File: config.mk
export PLATFORM = sky130hd
export DESIGN_NAME = latch_sr_array
export DESIGN_NICKNAME = d
export VERILOG_FILES = /design/src/rtl/latch_sr_pkg.sv /design/src/rtl/latch_sr_stage.sv /design/src/rtl/latch_sr_array.sv
export SDC_FILE = /design/constraint.sdc
export NUM_CORES = 1
export LEC_CHECK = 0
export ABC_AREA = 1
export ABC_CLOCK_PERIOD_IN_PS = 2560
export BUFFER_PORTS_ARGS = -buffer_cell sky130_fd_sc_hd__buf_2
export CAP_MARGIN = 25
export CELL_PAD_IN_SITES_DETAIL_PLACEMENT = 0
export CELL_PAD_IN_SITES_GLOBAL_PLACEMENT = 1
export CORE_MARGIN = 8
export CORE_UTILIZATION = 35
export DETAILED_ROUTE_END_ITERATION = 10
export PLACE_DENSITY_LB_ADDON = 0.3
export SYNTH_ARGS = -nofsm -noshare
export SYNTH_HDL_FRONTEND = slang
export SYNTH_SLANG_ARGS = --single-unit
File: constraint.sdc
create_clock -name clk -period 2.56 [get_ports clk]
set_input_delay 0.256 -clock clk [delete_from_list [all_inputs] [get_ports clk]]
set_output_delay 0.256 -clock clk [all_outputs]
set_load 0.005 [all_outputs]
File: src/rtl/latch_sr_pkg.sv
// Shared definitions for the latch-based shift register array:
// phase FSM states, gap-counter sizing and parameter legality checks.
package latch_sr_pkg;

    // Phase sequencer states: one PH pulse per phase, each followed by dead time
    typedef enum logic [2:0] {
        IDLE = 3'd0,
        PH1  = 3'd1,
        GAP1 = 3'd2,
        PH2  = 3'd3,
        GAP2 = 3'd4
    } phase_state_t;

    localparam int MIN_WIDTH = 1;
    localparam int MIN_DEPTH = 1;
    localparam int MIN_GAP   = 1;

    // Width of a counter that walks 0..gap_cycles-1, never narrower than one bit
    function automatic int gap_cnt_width(input int gap_cycles);
        return (gap_cycles > 1) ? $clog2(gap_cycles) : 1;
    endfunction

    // A dead time of at least one cycle is what keeps phi1 and phi2 apart
    function automatic bit params_legal(input int width, input int depth, input int gap_cycles);
        return (width >= MIN_WIDTH) && (depth >= MIN_DEPTH) && (gap_cycles >= MIN_GAP);
    endfunction

endpackage

File: src/rtl/latch_sr_stage.sv
// One WIDTH-bit stage of the array: a master latch open on phi1 feeding a
// slave latch open on phi2, both cleared asynchronously by rst.
module latch_sr_stage
    import latch_sr_pkg::*;
#(
    parameter int WIDTH = 4
) (
    input  logic [WIDTH-1:0] d,
    input  logic             phi1,
    input  logic             phi2,
    input  logic             rst,
    output logic [WIDTH-1:0] q
);

    logic [WIDTH-1:0] master;

    // Master latch follows the stage input while phi1 is high
    always_latch begin
        if (rst) begin
            master <= '0;
        end else if (phi1) begin
            master <= d;
        end
    end

    // Slave latch follows the master while phi2 is high
    always_latch begin
        if (rst) begin
            q <= '0;
        end else if (phi2) begin
            q <= master;
        end
    end

endmodule

File: src/rtl/latch_sr_array.sv
// Multi-lane shift register made of master/slave latch stages, clocked by an
// internal two-phase non-overlapping generator that runs one shift per request.
// Optional tap port enabled by defining LATCH_SR_TAP_EN.
module latch_sr_array
    import latch_sr_pkg::*;
#(
    parameter int WIDTH      = 4,
    parameter int DEPTH      = 8,
    parameter int GAP_CYCLES = 1
) (
    input  logic                           clk,
    input  logic                           rst,
    input  logic                           shift_en,
    input  logic [WIDTH-1:0]               din,
`ifdef LATCH_SR_TAP_EN
    input  logic [((DEPTH > 1) ? $clog2(DEPTH) : 1)-1:0] tap_sel,
    output logic [WIDTH-1:0]               tap_out,
`endif
    output logic [WIDTH-1:0]               dout,
    output logic                           busy,
    output logic                           shift_done,
    output logic [$clog2(DEPTH+1)-1:0]     fill,
    output logic                           valid
);

    localparam int GW = gap_cnt_width(GAP_CYCLES);
    localparam int FW = $clog2(DEPTH + 1);
    localparam logic [GW-1:0] GAP_LAST = GW'(GAP_CYCLES - 1);
    localparam logic [FW-1:0] FILL_MAX = FW'(DEPTH);

    // Refuse to elaborate a configuration that could overlap the phases
    if (!params_legal(WIDTH, DEPTH, GAP_CYCLES)) begin : g_param_check
        $error("latch_sr_array: WIDTH, DEPTH and GAP_CYCLES must all be >= 1");
    end

    phase_state_t     state_q, state_d;
    logic [GW-1:0]    gap_q, gap_d;
    logic [WIDTH-1:0] cap_q, cap_d;
    logic [FW-1:0]    fill_q, fill_d;
    logic             valid_q, valid_d;
    logic             phi1_q, phi1_d;
    logic             phi2_q, phi2_d;
    logic             gap_last;
    logic             accept;

    logic [WIDTH-1:0] stage_out [DEPTH];

    assign gap_last = (gap_q == GAP_LAST);
    assign accept   = shift_en && ((state_q == IDLE) || ((state_q == GAP2) && gap_last));

    // State register, phase outputs and gap counter; rst aborts any shift in flight
    always_ff @(posedge clk or posedge rst) begin
        if (rst) begin
            state_q <= IDLE;
            gap_q   <= '0;
            phi1_q  <= 1'b0;
            phi2_q  <= 1'b0;
        end else begin
            state_q <= state_d;
            gap_q   <= gap_d;
            phi1_q  <= phi1_d;
            phi2_q  <= phi2_d;
        end
    end

    // Next-state logic: a shift starts from IDLE or chains straight off the last GAP2 cycle
    always_comb begin
        state_d = state_q;
        case (state_q)
            IDLE:    if (accept) state_d = PH1;
            PH1:     state_d = GAP1;
            GAP1:    if (gap_last) state_d = PH2;
            PH2:     state_d = GAP2;
            GAP2:    if (gap_last) state_d = accept ? PH1 : IDLE;
            default: state_d = IDLE;
        endcase
    end

    // Dead-time counter runs only inside GAP states and is back at zero on leaving them
    always_comb begin
        gap_d = '0;
        if (((state_q == GAP1) || (state_q == GAP2)) && !gap_last) begin
            gap_d = gap_q + GW'(1);
        end
    end

    // Outputs: phases are decoded from the next state so they leave a flop glitch-free
    always_comb begin
        phi1_d     = (state_d == PH1);
        phi2_d     = (state_d == PH2);
        busy       = (state_q != IDLE);
        shift_done = (state_q == GAP2) && gap_last;
    end

    // Capture the input word only on the edge that launches a shift
    always_comb begin
        cap_d = accept ? din : cap_q;
    end

    // Fill counts completed shifts up to DEPTH; valid tracks the saturated value
    always_comb begin
        fill_d = fill_q;
        if (shift_done && (fill_q != FILL_MAX)) begin
            fill_d = fill_q + FW'(1);
        end
        valid_d = (fill_d == FILL_MAX);
    end

    // Data-path registers: capture word, fill counter and valid flag
    always_ff @(posedge clk or posedge rst) begin
        if (rst) begin
            cap_q   <= '0;
            fill_q  <= '0;
            valid_q <= 1'b0;
        end else begin
            cap_q   <= cap_d;
            fill_q  <= fill_d;
            valid_q <= valid_d;
        end
    end

    // Latch chain: stage 0 reads the capture register, each later stage the previous slave
    for (genvar i = 0; i < DEPTH; i++) begin : g_stage
        logic [WIDTH-1:0] stage_in;
        if (i == 0) begin : g_head
            assign stage_in = cap_q;
        end else begin : g_link
            assign stage_in = stage_out[i-1];
        end
        latch_sr_stage #(
            .WIDTH (WIDTH)
        ) u_stage (
            .d    (stage_in),
            .phi1 (phi1_q),
            .phi2 (phi2_q),
            .rst  (rst),
            .q    (stage_out[i])
        );
    end

    assign dout  = stage_out[DEPTH-1];
    assign fill  = fill_q;
    assign valid = valid_q;

`ifdef LATCH_SR_TAP_EN
    // Tap mux: any stage's slave output, zero for a select past the last stage
    always_comb begin
        tap_out = '0;
        for (int k = 0; k < DEPTH; k++) begin
            if (int'(tap_sel) == k) begin
                tap_out = stage_out[k];
            end
        end
    end
`endif

endmodule

==> flow_summary.yaml, run 1 <==
setup_path:
  required_ps: 2300
  crit_arrival_ps: 1120
  critPathTopFamily: "flip-flops"
  cp_num_buf_inv: 2
  path_class: "reg2out"
  cp_max_fo: 3
  crit_path_start_kind: "flip-flop"
  r2r_slack_ps: 1240
  end_kind: "primary output"
  slowest_delay_ps: 430
  crit_path_top_delay_cell: "dfrtp_1"
  crit_chain: "inv_2, nand2_1, nor2_2, buf_2"
place:
  place_congestion: 0.760
  io_buffer_count: 17
  dpl.hpwl_um: 2020
drt:
  drc: 0
  routedWlPerCell_um: 7.97
  finalWirelength_um: 3000
  drtIter0Drc: 63
  detail_route.first_pass.iterations: 4
  vias: 1441
  via_per_inst: 3.83
  ant_nets: 0
timing:
  fin_crit_ps: 1380
  tns_ps: 0
  maxSlewViolCount: 0
  setup-violations-final: 0
  whs_ps: 226
  rsz0062_at_grt: "false"
  unclocked_pins: 64
  fmax_ghz: 0.726
  finClkSkew_ps: 1.94
  worst_slew_pin_slew_ps: 611
  untimed_endpoints: 68
  period_share_pct: 53.8
  hold_viol_final: 0
  max_slew_margin_pct: 59.3
pwr:
  vdd_drop_max_uv: 412
  powerDensity_nw_per_um2: 521
  p_leak_nw: 1.15
synth:
  syn-num-nets: 293
  ys_seq_elements: 79
  syn_inst: 284
  syn-cell-area_um2: 2200
  synth-edff-count: 0
  yosys.area.top_type: "dlxtp_1"
  ys_types: 20
  yosys_warnings: 0
  synthFlopType: "dlxtp_1"
  avgSynthCellArea_um2: 7.74
  synthTopCellsByCount: "inv_1, nor2_1, dlxtp_1, nand2_1, dfrtp_1"
  synthArstFlopShare_pct: 19.0
  yosysMostFrequentCell: "inv_1"
  synth_top_area_share_pct: 43.7
  synthTopCellsByArea: "dlxtp_1, dfrtp_1, inv_1, nor2_1, nand2_1"
cts:
  hold_buffers: 0
  htree_levels: 1
  cts_root_buf: "clkbuf_8"
  clk-insertion-delay-late_ps: 240
  path_clk_slew_ps: 60
  cts_resized: 0
  cts_setup_buffers: 0
  numCtsBuffers: 3
  cts_buffer_depth: 2
  cts_tree: "built"
layout:
  area_growth_pct: 9.22
  final_core_util_pct: 38.7
  nets: 309
  drive_gt1_share_pct: 12.4
  antenna_cells: 0
floorplan:
  start_util_pct: 35.4
  core_area_um2: 6200
  io_pins: 18
  die_y_um: 95.3
  rows: 29
  die_w_um: 95.3
  dieArea_um2: 9070
job:
  max_cap_violations: 0
global_routing:
  antenna_found_initial: 0
  grt_first_pass_wirelength_um: 5680
  gr-total-overflow: 0
  grt_max_degree: 68
  grt_pass1_vias: 1354
  grt.total_usage_pct: 7.37
status:
  outcome: "complete, no violations"
hold_path:
  hold_path_class: "in2reg"
==> cell families (layout without fill, tap and decap cells) <==
family                     count (synthesis)  after routing  synth area share, %
and+or+nand+nor                          106            106                 20.7
latches                                   64             64                 43.7
AOI/OAI and AO/OA                          8              8                 1.99
buffers and inverters                     88            103                 15.3
other                                      1              1                0.171
adders and majority gates                  2              2                 1.14
DFF                                       15             15                 17.1
==> final timing paths <==
path	startpoint	end	depth (start not counted)
setup reg to reg	fill[0]	valid	9
hold / removal	din[2]	cap_q[2]	3
max in group asynchronous	rst	phi1_q	3
setup / recovery	gap_q	shift_done	4
min in group asynchronous	rst	fill[2]	3
hold reg to reg	cap_q[2]	cap_q[2]	2
==> placed cells by master (no fill, tap or decap) <==
master    count
a21oi_2       1
buf_2        17
buf_4         1
clkbuf_1      1
clkbuf_8      3
conb_1        1
dfrtp_1      15
dlxtp_1      64
ha_1          2
inv_1        75
inv_2         6
nand2_1      24
nand2_2       1
nand3_1       4
nand3_2       1
nand4_1       2
nor2_1       67
nor2_2        1
nor2_4        4
o21ai_0       2
o21ai_1       5
or2_2         2
==> report_power, final <==
group	leakage, nW	total [mW]	switching, mW	internal, mW
clock network	0.0228	0.186	0.0764	0.110
logic	0.473	0.477	0.311	0.166
registers	0.651	0.588	0.0869	0.502
total	1.15	1.25	0.474	0.777
==> registers in the layout, indices dropped and copies added, names as in the netlist, 3 cells and up <==
signal                  cells
fill                        4
g_stage.u_stage.q          32
state_q                     3
cap_q                       4
g_stage.u_stage.master     32
==> through the flow <==
step	total power [mW]	cells	setup slack, ps	area [um2]
after floorplan	0.934	284	1350	2200
after global placement	1.09	372	1280	2360
after detailed placement	1.09	372	1250	2360
after CTS	1.28	376	1170	2400
after global routing	1.38	376	1080	2400
final	1.25	376	1180	2400
==> routing by layer <==
layer | part of all wire (%) | wire length, um | global-route usage, % | vias to the layer above
li1 | - | - | - | 813
met1 | 49 | 1480 | 9.26 | 613
met4 | 0.77 | 23 | 1.95 | 0
met5 | 0 | 0 | 0 | -
met2 | 47 | 1390 | 12.7 | 13
met3 | 3.4 | 103 | 1.34 | 2
==> area by class of cell <==
type	count	area (um2)
Multi-Input combinational cell	117	527
Sequential cell	79	1340
Inverter	81	304
Clock buffer	4	45.0
Timing Repair Buffer	18	92.6
Tap cell	77	96.3
Fill cell	650	3800
==> tightest hold or removal path, stage by stage <==
cell     delay (ps)
buf_2            80
nand2_1          40
o21ai_1          60
Note: power is estimated with default switching activity, not from simulation.
==> run 2: changes to the inputs <==
--- a/config.mk
+++ b/config.mk
@@ -5,8 +5,8 @@
 export SDC_FILE = /design/constraint.sdc
 export NUM_CORES = 1
 export LEC_CHECK = 0
-export ABC_AREA = 1
-export ABC_CLOCK_PERIOD_IN_PS = 2560
+export ABC_AREA = 0
+export ABC_CLOCK_PERIOD_IN_PS = 1300
 export BUFFER_PORTS_ARGS = -buffer_cell sky130_fd_sc_hd__buf_2
 export CAP_MARGIN = 25
 export CELL_PAD_IN_SITES_DETAIL_PLACEMENT = 0
==> constraint.sdc (replaced) <==
create_clock -name clk -period 1.3 [get_ports clk]
set_input_delay 0.13 -clock clk [delete_from_list [all_inputs] [get_ports clk]]
set_output_delay 0.13 -clock clk [all_outputs]
set_load 0.005 [all_outputs]
==> run 2 against run 1 <==
Against the previous run:
- the flow now finishes with violations (negative setup slack)
- register-to-register slack lost 1400 ps
- worst hold slack lost 110 ps
- clock power grew 110%
- design area grew 1.7%
- critical endpoint is now valid
- largest cell class unchanged
- highest routed layer unchanged
==> flow_summary.yaml, run 2 <==
status:
  outcome: "finished, violations left"
  failed_checks: "negative setup slack"
drt:
  via_per_inst: 4.12
  ant_nets: 0
  routedWlPerCell_um: 10.2
  finalWirelength_um: 3000
  drc: 0
  drtIter0Drc: 45
  vias: 1215
  detail_route.first_pass.iterations: 3
layout:
  area_growth_pct: 19.4
  multi_input_area_um2: 707
  n_fill_cell: 562
  nets: 230
  reg_top3: "g_stage.u_stage.master: 32 flops, g_stage.u_stage.q: 32 flops"
  regArea_um2: 1340
  drive_gt1_share_pct: 25.5
  antenna_cells: 0
  layout_common_cells: "nor2b_1, dlxtp_1, buf_4"
  layout.cells.non_filler: 295
synth:
  synth-edff-count: 0
  syn-cell-area_um2: 2050
  avgSynthCellArea_um2: 10.9
  syn-num-nets: 196
  synthArstFlopShare_pct: 19.0
  ys_seq_elements: 79
  yosys.area.top_type: "dlxtp_1"
  yosys_warnings: 0
  synth_top_area_share_pct: 47.0
  synthFlopType: "dlxtp_1"
  synthTopCellsByArea: "dlxtp_1, nor2b_1, dfrtp_1, mux2_2, clkbuf_1"
  synthTopCellsByCount: "dlxtp_1, nor2b_1, dfrtp_1, clkbuf_1"
  ys_types: 24
  syn_inst: 187
timing:
  maxSlewViolCount: 0
  hold_viol_final: 0
  unclocked_pins: 64
  setup_slack_ps: -153
  untimed_endpoints: 68
  worst_slew_pin_slew_ps: 595
  tns_ps: -1240
  period_share_pct: 112
  rsz0062_at_grt: "true"
  max_slew_margin_pct: 60.3
  fmax_ghz: 0.688
  setup-violations-final: 11
  fin_crit_ps: 1450
  finClkSkew_ps: 5.21
global_routing:
  grt_util_met1_pct: 9.02
  grt_pass1_vias: 1165
  antenna_found_initial: 0
  grt.total_usage_pct: 7.12
  grt_first_pass_wirelength_um: 5260
  gr-total-overflow: 0
  use_met3_pct: 1.38
  busiest_layer: "met2"
  gr-usage-met2_pct: 12.6
  grt_max_degree: 67
setup_path:
  crit_arrival_ps: 1620
  path_class: "reg2reg"
  worst_r2r_path_depth: 5
  crit_path_start_kind: "flip-flop"
  end_kind: "flip-flop"
  required_ps: 1470
  timing.rr.start: "state_q[1]"
  r2r-end: "valid"
  r2r_slack_ps: -150
  cp_max_fo: 4
floorplan:
  die_w_um: 92.5
  start_util_pct: 35.4
  die_y_um: 92.5
  core_area_um2: 5780
  rows: 28
  io_pins: 18
  dieArea_um2: 8550
pwr:
  vdd_drop_max_uv: 1330
  p_total_mw: 2.79
  p_leak_nw: 1.14
  powerDensity_nw_per_um2: 1140
place:
  dpl.hpwl_um: 1830
  io_buffer_count: 17
  place_congestion: 0.790
  dp.cells: 286
cts:
  cts_buffer_depth: 2
  numCtsBuffers: 3
  cts_tree: "built"
  cts_root_buf: "clkbuf_8"
  path_clk_slew_ps: 70
  clk-insertion-delay-late_ps: 240
  htree_levels: 1
hold_path:
  hold_path_class: "in2reg"
  hold_end: "cap_q[0]"
  whs_path_depth: 2
  worstHoldStart: "din[0]"
job:
  max_cap_violations: 0
## run 2: cell count changes after synthesis, moves of 5 or more
cell and delta:
inv_1 -70, nor2_1 -64, nor2b_1 +64, nand2_1 -21, inv_2 -6, mux2_2 +5
## run 2: power breakdown
group          switching (mW)  internal [mW]
Combinational           0.544          0.708
Clock                   0.169          0.215
Sequential              0.164          0.991
Total                   0.877           1.91
## run 2: worst max path at each step
stage | start | to | cells after the start
5_1_grt | state_q[1] | valid | 5
3_3_place_gp | state_q[2] | state_q[0] | 4
6_report | state_q[1] | valid | 5
2_1_floorplan | state_q[1] | valid | 4
3_5_place_dp | state_q[1] | cap_q[3] | 3
4_1_cts | state_q[1] | shift_done | 4
## run 2: metrics by stage
stage | hold slack [ps] | area (um2) | setup WS [ps] | util [%]
floorplan | 234 | 2050 | -135 | -
global placement | 253 | 2310 | -136 | 39.9
detailed placement | 253 | 2310 | -158 | 39.9
CTS | 107 | 2410 | -143 | 41.8
global route | 110 | 2440 | -250 | 42.3
finish | 111 | 2440 | -153 | 42.3
## run 2: cell type report
class                   count  area share [%]
repair buffers             36            9.68
clock inverters             1           0.307
flip-flops and latches     79            54.8
clock buffers               3            1.69
multi-input cells          96            28.9
well taps                  75            3.84
inverters                   5           0.768
## run 2: metal layers
metal  routed length, um  part of all wire (%)
met2                1430                    48
met4                   8                  0.27
met1                1480                    49
met3                  77                   2.6
met5                   0                     0
## run 2: kinds of logic (layout without fill, tap and decap cells)
logic type / after synthesis / count (layout) / synth area share, %
flip-flops: 15 / 15 / 18.3
latches: 64 / 64 / 47.0
other: 1 / 1 / 0.183
XOR/XNOR: 3 / 3 / 1.28
AND/OR/NAND/NOR: 79 / 79 / 24.7
multiplexers: 7 / 7 / 3.98
buffers and inverters: 12 / 45 / 2.20
adder cells (fa/ha/maj): 2 / 2 / 1.22
AO/OA/AOI/OAI: 4 / 4 / 1.10
## run 2: worst max-delay path, stage by stage (launching register included)
cell	delay [ps]
dfrtp_2	430
nor4b_4	250
buf_4	180
nand2_2	70
mux2_4	300
nor3b_2	140
## run 2: what timing repair did
item                       CTS  global route
resized for setup            9             2
hold buffers                 1             0
pin swaps                    1             1
buffers inserted             1             3
hold endpoints to repair    15             0
setup endpoints to repair   11            12
cloned                       0             0
==> run 3: changes to the inputs <==
--- a/config.mk
+++ b/config.mk
@@ -15,6 +15,7 @@
 export CORE_UTILIZATION = 35
 export DETAILED_ROUTE_END_ITERATION = 10
 export PLACE_DENSITY_LB_ADDON = 0.3
+export SKIP_LAST_GASP = 1
 export SYNTH_ARGS = -nofsm -noshare
 export SYNTH_HDL_FRONTEND = slang
 export SYNTH_SLANG_ARGS = --single-unit
==> run 3 against run 2 <==
Against the previous run:
- the flow still finishes with violations (negative setup slack)
- cell count is 0.34% lower
- critical path depth is 1 higher
- via count stayed put
- core utilization is 0.11 points lower
==> flow_summary.yaml, run 3 (synthesis gave the netlist of run 2 again) <==
status:
  outcome: "finished, violations left"
  failed_checks: "negative setup slack"
setup_path:
  required_ps: 1430
  path_class: "reg2reg"
  crit_path_start_kind: "flip-flop"
  crit_arrival_ps: 1610
  cp_max_fo: 5
  end_kind: "flip-flop"
  r2r_slack_ps: -180
  timing.rr.start: "state_q[1]"
  worst_r2r_path_depth: 6
  r2r-end: "state_q[0]"
cts:
  htree_levels: 1
  path_clk_slew_ps: 70
  cts_tree: "built"
  numCtsBuffers: 3
  cts_root_buf: "clkbuf_8"
  cts_buffer_depth: 2
  clk-insertion-delay-late_ps: 240
global_routing:
  grt_max_degree: 67
  grt_first_pass_wirelength_um: 5230
  grt_pass1_vias: 1162
  gr-total-overflow: 0
  antenna_found_initial: 0
  grt.total_usage_pct: 7.09
drt:
  finalWirelength_um: 3030
  ant_nets: 0
  detail_route.first_pass.iterations: 3
  vias: 1215
  routedWlPerCell_um: 10.3
  drtIter0Drc: 45
  drc: 0
  via_per_inst: 4.13
timing:
  maxSlewViolCount: 0
  setup_slack_ps: -177
  worst_slew_pin_slew_ps: 595
  rsz0062_at_grt: "true"
  whs_ps: 112
  setup-violations-final: 11
  fin_crit_ps: 1480
  hold_viol_final: 0
  unclocked_pins: 64
  period_share_pct: 114
  finClkSkew_ps: 4.27
  max_slew_margin_pct: 60.3
  fmax_ghz: 0.677
  untimed_endpoints: 68
job:
  max_cap_violations: 0
layout:
  layout.cells.non_filler: 294
  final_area_um2: 2440
  layout_common_cells: "nor2b_1, dlxtp_1, buf_4"
  reg_top3: "g_stage.u_stage.master: 32 flops, g_stage.u_stage.q: 32 flops"
  antenna_cells: 0
  area_growth_pct: 19.1
  drive_gt1_share_pct: 24.7
  nets: 229
  final_core_util_pct: 42.1
pwr:
  vdd_drop_max_uv: 1280
  powerDensity_nw_per_um2: 1140
  p_leak_nw: 1.14
hold_path:
  whs_path_depth: 2
  worstHoldStart: "din[0]"
  hold_end: "cap_q[0]"
  hold_path_class: "in2reg"
floorplan:
  io_pins: 18
  die_y_um: 92.5
  die_w_um: 92.5
  core_area_um2: 5780
  dieArea_um2: 8550
  start_util_pct: 35.4
  rows: 28
place:
  io_buffer_count: 17
  dpl.hpwl_um: 1830
  dp.cells: 286
  place_congestion: 0.790
  place_area_um2: 2310
run 3: how the worst max path moves through the flow:
stage	startpoint	to	slack, ps	cells after the start
6_report	state_q[1]	state_q[0]	-180	6
5_1_grt	state_q[1]	state_q[0]	-260	6
4_1_cts	state_q[1]	shift_done	-140	4
3_5_place_dp	state_q[1]	cap_q[3]	-160	3
3_3_place_gp	state_q[2]	state_q[0]	-140	4
2_1_floorplan	state_q[1]	valid	-140	4
run 3: what timing repair did:
item | 4_1_cts | 5_1_grt
pin swaps | 1 | 1
gates resized for setup | 8 | 2
cloned | 0 | 0
endpoints found under the hold margin | 15 | 0
hold buffers | 1 | 0
buffers inserted | 1 | 2
setup endpoints to repair | 11 | 12
run 3: routing by layer:
layer  vias to the layer above  routed length [um]  global-route usage, %
met3                         2                  77                   1.38
li1                        635                   -                      -
met4                         0                   8                  0.805
met1                       569                1470                   8.92
met2                         9                1470                   12.6
met5                         -                   0                      0
run 3: metrics by stage:
stage	TNS (ps)	setup slack, ps	power (mW)
6_report	-1340	-177	2.78
5_1_grt	-2260	-259	2.98
4_1_cts	-1050	-143	2.71
3_5_place_dp	-1100	-158	2.21
3_3_place_gp	-809	-136	2.20
2_1_floorplan	-798	-135	1.70
run 3: cell type report:
cell class	instances	area, um2
Fill cell	566	3340
Clock buffer	3	41.3
Timing Repair Buffer	35	229
Sequential cell	79	1340
Multi-Input combinational cell	96	708
Inverter	5	18.8
Clock inverter	1	7.51
Tap cell	75	93.8
run 3: power by group:
part | internal, mW | switching, mW
Combinational | 0.693 | 0.545
Clock | 0.215 | 0.167
Sequential | 0.991 | 0.166
run 3: worst max-delay path, stage by stage (launching register included):
cell     delay (ps)
dfrtp_2         400
buf_4           130
nor3_4           40
buf_4           140
o21ai_4         260
inv_1            90
or2_2           290
